### src/rtl/spi_flash_dma_wr.sv
// Drains words from a first-word-fall-through FIFO and writes them to consecutive
// AHB word addresses; one FETCH/ISSUE pair per word, all outputs registered.
module spi_flash_dma_wr #(
  parameter int ADDR_W = 32,
  parameter int DATA_W = 32,
  parameter int CNT_W  = 24
) (
  input  logic              ahbclk,
  input  logic              ahbrst,
  input  logic              i_start,
  input  logic [ADDR_W-1:0] i_base_addr,
  input  logic [CNT_W-1:0]  i_word_cnt,
  input  logic              i_fifo_empty,
  input  logic [DATA_W-1:0] i_fifo_rdata,
  output logic              o_fifo_rinc,
  output logic [ADDR_W-1:0] o_addr,
  output logic [DATA_W-1:0] o_wr_data,
  output logic              o_rd0_wr1,
  output logic              o_valid,
  input  logic              i_ready,
  output logic              o_busy,
  output logic              o_done
);

  typedef enum logic [1:0] {IDLE, FETCH, ISSUE, DONE} state_t;

  state_t            state, state_nx;
  logic [CNT_W-1:0]  remaining, remaining_nx;
  logic [ADDR_W-1:0] addr_nx;
  logic [DATA_W-1:0] wr_data_nx;
  logic              valid_nx, rinc_nx, busy_nx, done_nx;

  always_ff @(posedge ahbclk or posedge ahbrst) begin
    if (ahbrst) begin
      state       <= IDLE;
      remaining   <= '0;
      o_addr      <= '0;
      o_wr_data   <= '0;
      o_valid     <= 1'b0;
      o_rd0_wr1   <= 1'b0;
      o_fifo_rinc <= 1'b0;
      o_busy      <= 1'b0;
      o_done      <= 1'b0;
    end else begin
      state       <= state_nx;
      remaining   <= remaining_nx;
      o_addr      <= addr_nx;
      o_wr_data   <= wr_data_nx;
      o_valid     <= valid_nx;
      o_rd0_wr1   <= valid_nx;
      o_fifo_rinc <= rinc_nx;
      o_busy      <= busy_nx;
      o_done      <= done_nx;
    end
  end

  // The pop strobe lands in the first ISSUE cycle; the FWFT head is untouched
  // until then, so the word captured in FETCH is the one being popped.
  always_comb begin
    state_nx     = state;
    remaining_nx = remaining;
    addr_nx      = o_addr;
    wr_data_nx   = o_wr_data;
    valid_nx     = o_valid;
    rinc_nx      = 1'b0;
    busy_nx      = o_busy;
    done_nx      = 1'b0;
    case (state)
      IDLE: begin
        valid_nx = 1'b0;
        busy_nx  = 1'b0;
        if (i_start) begin
          if (i_word_cnt != '0) begin
            remaining_nx = i_word_cnt;
            addr_nx      = i_base_addr;
            busy_nx      = 1'b1;
            state_nx     = FETCH;
          end else begin
            done_nx = 1'b1;
          end
        end
      end
      FETCH: begin
        if (!i_fifo_empty) begin
          wr_data_nx = i_fifo_rdata;
          rinc_nx    = 1'b1;
          valid_nx   = 1'b1;
          state_nx   = ISSUE;
        end
      end
      ISSUE: begin
        if (i_ready) begin
          valid_nx     = 1'b0;
          addr_nx      = o_addr + ADDR_W'(4);
          remaining_nx = remaining - CNT_W'(1);
          if (remaining == CNT_W'(1)) begin
            state_nx = DONE;
            done_nx  = 1'b1;
          end else begin
            state_nx = FETCH;
          end
        end
      end
      DONE: begin
        busy_nx  = 1'b0;
        state_nx = IDLE;
      end
      default: state_nx = IDLE;
    endcase
  end

endmodule

### config.mk
export PLATFORM = sky130hd
export DESIGN_NAME = spi_flash_dma_wr
export DESIGN_NICKNAME = d
export VERILOG_FILES = /design/src/rtl/spi_flash_dma_wr.sv
export SDC_FILE = /design/constraint.sdc
export NUM_CORES = 1
export LEC_CHECK = 0
export ABC_CLOCK_PERIOD_IN_PS = 4040
export BUFFER_PORTS_ARGS = -buffer_cell sky130_fd_sc_hd__buf_2
export CORE_UTILIZATION = 50
export DETAILED_ROUTE_END_ITERATION = 16
export GPL_ROUTABILITY_DRIVEN = 0
export PLACE_DENSITY = 0.76
export SLEW_MARGIN = 30
export SYNTH_ARGS = -nofsm -noshare
export SYNTH_HDL_FRONTEND = slang
export SYNTH_SLANG_ARGS = --single-unit
### constraint.sdc
create_clock -name ahbclk -period 4.04 [get_ports ahbclk]
set_input_delay 0.808 -clock ahbclk [delete_from_list [all_inputs] [get_ports ahbclk]]
set_output_delay 0.808 -clock ahbclk [all_outputs]
set_load 0.01 [all_outputs]
# Word level (Yosys, flattened, before mapping)
# Index checks and enable logic that the tools add are counted.
[totals] output_inout_bits=69 register_bits=94
[op_classes] muxes=27 n_reduce_logical=9 add_sub_neg=2 bitwise_logic=1 eq_ne=8
[ops] op="32-bit two-way mux" count=3
[ops] op="24-bit two-way mux" count=3
[ops] op="32-bit case mux with 2 select lines" count=1
[ops] op="24-bit case mux with 2 select lines" count=1
[ops] op="32-bit by 3-bit adder with 32-bit output, second input constant" count=1
[ops] op="24-bit by 1-bit equality test with 1-bit output, second input constant" count=1
[ops] op="24-bit nonzero test" count=1
[ops] op="24-bit by 1-bit subtractor with 24-bit output, second input constant" count=1
[ops] op="1-bit two-way mux" count=10
[ops] op="2-bit two-way mux" count=5
[ops] op="2-bit inequality test, second input constant" count=4
[ops] op="2-bit case mux with 4 select lines" count=1
[ops] op="4-bit AND reduction" count=2
[ops] op="2-bit equality test, second input constant" count=2
[ops] op="1-bit case mux with 2 select lines" count=2
[ops] op="2-bit nonzero test" count=2
[ops] op="1-bit case mux with 3 select lines" count=1
[ops] op="3-bit AND reduction" count=1
[ops] op="3-bit nonzero test" count=1
[ops] op="2-bit by 1-bit equality test with 1-bit output, second input constant" count=1
[ops] op="2-bit zero test" count=1
[ops] op="2-bit AND reduction" count=1
[ops] op="1-bit inverter" count=1

# Longest topological paths before layout
# Gate-level depths: netlist (run 1).
[depth] word_depth=4 mapped_depth=10 ltp_nobuf=7

# Worst setup path after synthesis (run 1)
# OpenSTA, ideal clock, no wires.
[synth_timing] path_kind="input-to-reg" startpoint="in i_word_cnt[13]" endpoint="reg o_addr[24]" n_path_buf=2 arrival_ns=2.080 path_slack_ns=1.839 t_required_ns=3.919 setup_ns=0.121 cell_stages=7 path_cell_list="nor4_1 > nand4_1 > o21ai_0 > buf_2 > buf_2 > a21oi_1 > o22a_1"
[synth_between] elab_chain_len=3
[synth_rtl] item="start, declared" line_no="12" text="input logic [CNT_W-1:0] i_word_cnt,"
[synth_rtl] item="24-bit nonzero test" line_no="73" text="if (i_word_cnt != '0) begin"
[synth_rtl] item="2-bit inequality test (no line)"
[synth_rtl] item="4-bit AND reduction (no line)"
[synth_rtl] item="end signal, assigned" line_no="47" text="o_addr <= addr_nx;"
[synth_rtl] item="end, declared" line_no="16" text="output logic [ADDR_W-1:0] o_addr,"
# No other way between the ends.
# A chain may end at the register's enable or synchronous reset.

# Worst setup path after layout (run 1)
[layout_timing] startpoint="reg state[0]" endpoint="reg remaining[5]"
[layout_between] elab_chain_len=3 elab_cells_between_ends=8 cone_classes="eq/ne (4); mux (1); reduce/logical (3)"
[layout_rtl] item="start, declared" line_no="27" text="state_t state, state_nx;"
[layout_rtl] item="start signal, assigned" line_no="45" text="state <= state_nx;"
[layout_rtl] item="2-bit equality test or 2-bit zero test (tied branches)" line_no="68" text="case (state)"
[layout_rtl] item="2-bit inequality test (no line) or 2-bit nonzero test (tied branches)"
[layout_rtl] item="4-bit AND reduction (no line)"
[layout_rtl] item="end signal, assigned" line_no="46" text="remaining <= remaining_nx;"
[layout_rtl] item="end, declared" line_no="28" text="logic [CNT_W-1:0] remaining, remaining_nx;"
# Parallel ways exist; a longest one is shown, timed or not.

==> run metrics, run 1 <==
Hold Crit Class=reg2reg; Post-CTS Repair Setup Buffers=0; row cnt=36; fin crit share=approximately 74%; synth-to-layout area growth=22.8%; crit path DAT=between 3 and 4 ns; Top Ports=162; Max-cap violations=0; Final Slew Violations=0; # resized after CTS=0; DRC=0; final instance area=6370 µm²; PD cells=around 800 nW/µm²; CP Capture Type=flip-flop; Startpoint Class=flip-flop; Max clock buf depth=2; die area=about 11000 µm²; Clock Skews=0.00912 ns; largest net degree at the start of global routing=between 100 and 150; DR vias=~5000; Critical Path RT=between 4 and 5 ns; core footprint=around 9900 µm²; Top delay family on crit path=compound AO/OA/AOI/OAI gates; CP Buf/Inv Count=2; GR Util All Layers=25.9%; Worst-Skew Late Latency=approximately 0.39 ns; initial antenna violation count=0; synth warn=0; max incr delay on CP=0.49 ns; LEAKAGE=between 2 and 3 nW; Worst VDD drop=0.000416 V; Routed wire per std cell=16.6 µm; hold_sp=o_busy; Post-Synthesis Cells=550; count of input and output buffers=between 150 and 200; Critical R2R Launch=state[0]; #FFs+latches synth=94; height of the chip=104 µm; CP startpoint=state[0]; Avg Synthesized Cell Area=9.44 µm²; status=finished clean; number of global-route vias before repair=4580; maximum fanout along the worst path=49; cts bufs inserted=9; CP cell instances=inv_1 > ha_1 > nor2_1 > nor3_1 > o21a_1 > buf_4 > a21oi_1 > a311oi_1; dpl cell area=6120 µm²; endpoints failing setup=0; critical path class=reg2reg; mapped cell area=roughly 5200 µm²; Iteration-0 DRC Markers=a little over 300; Setup TNS=0 ns; Root Buffer=clkbuf_8; # diodes=0; Slew HR=between 50 and 60%; CTS sink cnt=94; min Tclk post-route=2.98 ns; net count after synthesis=between 600 and 700; hpwl dp=9690 µm; utilization after layout=64.3%; Fmax=~0.34 GHz; number of synthesized flops with an enable pin=0; Initial Util=52.4%; fill count=~850; most frequent cells in the layout=161 x buf_2, 94 x dfrtp_1, 52 x a21oi_1; vias per cell=5.99; clock tree from TritonCTS=yes; WL final=13800 µm; Power, Total=between 5 and 6 mW; Netlist cell types=56; Hold Vio Cnt, Final=0; final net count=between 700 and 800; Post-DRT Antenna Nets=0; Clock Pin Slew Worst Setup and Hold Paths=around 0.090 ns; GR Overflow Total=0; Synth Flop Type=dfrtp_1; most common cell after layout, fill and taps aside=buf_2; Worst-Margin Slew=0.732 ns; hold-fix buffers at CTS=0; die width=~100 µm; sequential fraction of the synthesis area=45.3%; ys async rst share=100%; share of cells above drive strength 1=approximately a third; first-pass GRT wire length=around 23000 µm; total iterations of the first detailed-routing run=4; Slowest cell on crit path=buf_4; CTS HTree Levels=3; RSZ-0062 raised after global routing=false
[worst register-to-register path, cell delays in order (launching register included)]
cell	delay, ns
dfrtp_1	0.43
inv_1	0.20
ha_1	0.43
nor2_1	0.10
nor3_1	0.48
o21a_1	0.30
buf_4	0.49
a21oi_1	0.16
a311oi_1	0.28
[flip-flops by register name, summed over array words and instances (netlist names)]
name	cells
o_addr	32
o_busy	1
state	2
o_valid	1
o_fifo_rinc	1
o_done	1
remaining	24
o_wr_data	32
[power breakdown]
part	internal [mW]	switching, mW
sequential	1.42	0.459
combinational	1.13	1.39
clock	0.357	0.364
total	2.91	2.21
[path summary, 6_finish.rpt]
path	to	slack (ns)	cells after the start
setup / recovery	remaining[5]	1.06	8
min in group asynchronous	o_fifo_rinc	0.51	2
hold reg to reg	o_busy	0.49	2
setup reg to reg	remaining[5]	1.06	8
hold / removal	o_busy	0.49	2
max in group asynchronous	o_wr_data[10]	2.64	3
[cells by family after synthesis]
logic type / share of synthesized area (%)
buffers and inverters: 4.00
AOI/OAI and AO/OA: 20.8
and+or+nand+nor: 19.8
muxes: 7.95
DFF: 45.3
adders and majority gates: 2.17
[layout make-up]
class / count / area (µm²) / share of cell area (%)
Timing Repair Buffer: 172 / 921 / 14.4
Sequential cell: 94 / 2350 / 36.9
Tap cell: 133 / 166 / 2.61
Inverter: 11 / 42.5 / 0.667
Multi-Input combinational cell: 407 / 2670 / 41.8
Clock inverter: 7 / 104 / 1.63
Clock buffer: 9 / 124 / 1.94
[synthesized netlist by cell type (all sizes together), types with 4 or more instances]
cell	number	area, µm²
nor3	24	125
or3	6	42.5
ha	9	113
o22a	9	78.8
a211oi	6	45.0
o22ai	16	100
and3	5	31.3
buf	16	83.8
o21ai	28	140
o21a	4	30.0
nand2b	4	25.0
nor4	16	143
nand2	48	180
inv	11	41.3
clkbuf	22	82.6
nand4	15	93.8
a2bb2oi	18	158
and2	5	31.3
a21oi	52	260
nor2	38	143
dfrtp	94	2350
a31oi	6	37.5
nand3	21	105
nor2b	5	31.3
mux2	34	383
[per-layer routing]
layer  vias up  part of all wire (%)  track usage [%]
met2       208                    48             41.3
met4         0                   2.0             8.16
li1       2361                     -                -
met5         -                     0                0
met1      2391                    42             34.6
met3        27                   7.1             6.58
[stage by stage]
step                cells  setup slack [ns]  hold WS, ns
CTS                   832              1.09        0.498
global route          833             0.836        0.529
detailed placement    816              1.09        0.476
floorplan             550             0.783        0.470
finish                833              1.06        0.492
global placement      816              1.18        0.476
Note: power is estimated with default switching activity, not from simulation.
==> inputs of run 2 (changes only) <==
--- a/config.mk
+++ b/config.mk
@@ -5,7 +5,7 @@
 export SDC_FILE = /design/constraint.sdc
 export NUM_CORES = 1
 export LEC_CHECK = 0
-export ABC_CLOCK_PERIOD_IN_PS = 4040
+export ABC_CLOCK_PERIOD_IN_PS = 3000
 export BUFFER_PORTS_ARGS = -buffer_cell sky130_fd_sc_hd__buf_2
 export CORE_UTILIZATION = 50
 export DETAILED_ROUTE_END_ITERATION = 16
==> constraint.sdc (replaced) <==
create_clock -name ahbclk -period 3 [get_ports ahbclk]
set_input_delay 0.6 -clock ahbclk [delete_from_list [all_inputs] [get_ports ahbclk]]
set_output_delay 0.6 -clock ahbclk [all_outputs]
set_load 0.01 [all_outputs]
==> run metrics, run 2 (same netlist as run 1, synthesis figures left out) <==
hpwl dp=10200 µm (was 9690 µm); DR vias=4992 (was 4987); Gate power share=50.4% (was 49.2%); Final Slew Violations=0 (unchanged); Routed wire per std cell=17.0 µm (was 16.6 µm); worst r2r path cells=6 (was 8); Fmax=0.406 GHz (was 0.335 GHz); die area=10800 µm² (unchanged); CTS sink cnt=94 (unchanged); height of the chip=104 µm (unchanged); Multi-input gate area=2670 µm² (unchanged); DRC=0 (unchanged); Max-cap violations=0 (unchanged); share of cells above drive strength 1=33.9% (was 33.4%); Root Buffer=clkbuf_8 (unchanged); final net count=804 (was 797); Psw=3.00 mW (was 2.21 mW); GR Overflow Total=0 (unchanged); # resized after CTS=0 (unchanged); total iterations of the first detailed-routing run=5 (was 4); Critical Path RT=3.21 ns (was 4.32 ns); most frequent cells in the layout=161 x buf_2, 94 x dfrtp_1, 52 x a21oi_1 (unchanged); RR Endpoint=remaining[5] (unchanged); hold slack=0.358 ns (was 0.492 ns); Post-CTS Repair Setup Buffers=0 (unchanged); # diodes=0 (unchanged); Iteration-0 DRC Markers=309 (was 305); Worst VDD drop=0.000578 V (was 0.000416 V); power share of the clock group=12.5% (was 14.1%); count of input and output buffers=161 (unchanged); fill count=862 (was 854); maximum fanout along the worst path=78 (was 49); Reg power frac=37.1% (was 36.7%); Post-DRT Antenna Nets=0 (unchanged); Final Non-Filler Cells=840 (was 833); endpoints failing setup=0 (unchanged); CTS HTree Levels=3 (unchanged); Power, Total=6.87 mW (was 5.12 mW); Max clock buf depth=2 (unchanged); Setup TNS=0 ns (unchanged); Regs by FF count=o_addr x32, o_wr_data x32, remaining x24 (unchanged); Startpoint Class=flip-flop (unchanged); Int Power=3.86 mW (was 2.91 mW); die width=104 µm (unchanged); Clock Pin Slew Worst Setup and Hold Paths=0.09 ns (about the same); largest net degree at the start of global routing=79 (was 105); CP Capture Type=flip-flop (unchanged); number of global-route vias before repair=4900 (was 4580); Slew HR=49.3% (was 51.1%); Top Ports=162 (unchanged); initial antenna violation count=0 (unchanged); placed instance count=824 (was 816); most common cell after layout, fill and taps aside=buf_2 (unchanged); hold-fix buffers at CTS=0 (unchanged); Worst-Skew Late Latency=0.36 ns (was 0.39 ns); Clock Skews=0.00456 ns (was 0.00912 ns); Critical R2R Launch=state[0] (unchanged); row cnt=36 (unchanged); Initial Util=52.4% (unchanged); LEAKAGE=2.73 nW (was 2.71 nW); Hold Vio Cnt, Final=0 (unchanged); critical path class=reg2reg (unchanged); first-pass GRT wire length=23800 µm (was 22600 µm); vias per cell=5.94 (was 5.99); crit path DAT=2.67 ns (was 3.26 ns); status=finished clean (unchanged); Worst-Margin Slew=0.759 ns (was 0.732 ns); synth-to-layout area growth=23.1% (was 22.8%); GR Util All Layers=27.2% (was 25.9%); Hold Crit Class=in2async (was reg2reg); cts bufs inserted=9 (unchanged); register area=2350 µm² (unchanged); Net Sw Frac=43.7% (was 43.2%); fin crit share=82.1% (was 73.8%); r2r setup slk=0.54 ns (was 1.06 ns); WL final=14300 µm (was 13800 µm); RSZ-0062 raised after global routing=false (unchanged); PD cells=1070 nW/µm² (was 803 nW/µm²); min Tclk post-route=2.46 ns (was 2.98 ns); clock tree from TritonCTS=yes (unchanged); core footprint=9910 µm² (unchanged)
run 2: cell count changes in the layout (fill, tap and decap cells not counted), sizes merged:
cell,change
clkinv,-1
clkinvlp,+2
inv,-1
buf,+7
bufinv,-1
clkbuf,+1
run 2: how the worst max path moves through the flow:
stage               slack (ns)           end  cells past startpoint      startpoint
global route              0.28  remaining[5]                      6        state[0]
floorplan                 0.93    o_addr[12]                     10        state[0]
global placement          0.44    o_addr[20]                      7  i_word_cnt[12]
CTS                       0.56  remaining[5]                     10        state[1]
detailed placement        0.39    o_addr[20]                      7  i_word_cnt[18]
finish                    0.54  remaining[5]                      6        state[0]
run 2: power groups by stage:
stage	combinational [mW]	clock, mW	sequential (mW)
2_1_floorplan	2.15	0	2.64
3_3_place_gp	3.33	0	2.51
5_1_grt	3.81	0.931	2.64
6_report	3.46	0.858	2.54
4_1_cts	3.47	0.880	2.54
3_5_place_dp	3.45	0	2.55
run 2: metal layers:
layer	routed length, µm	share of wire [%]	GRT usage [%]	vias to the layer above
li1	-	-	-	2367
met1	6040	42	36.1	2417
met5	0	0	0	-
met3	819	5.7	5.70	24
met4	265	1.9	8.57	0
met2	7170	50	44.5	184
run 2: critical path: stages (launching register included):
cell	delay, ns
dfrtp_1	0.43
inv_1	0.19
ha_4	0.20
buf_4	0.59
nand2_1	0.18
a21oi_1	0.51
a311oi_1	0.20
run 2: through the flow:
step                      utilization (%)  setup WS, ns  instance area, µm²
final                                64.5         0.537                6390
after global routing                 64.5         0.285                6390
after CTS                            64.5         0.555                6390
after detailed placement             62.5         0.393                6190
after global placement               62.5         0.437                6190
after floorplan                         -         0.928                5200
run 2: cell type report:
cell class | count | share of cell area, %
Clock buffer | 10 | 2.00
Clock inverter | 6 | 1.08
Inverter | 11 | 0.705
Multi-Input combinational cell | 407 | 41.7
Sequential cell | 94 | 36.8
Tap cell | 133 | 2.60
Timing Repair Buffer | 179 | 15.1
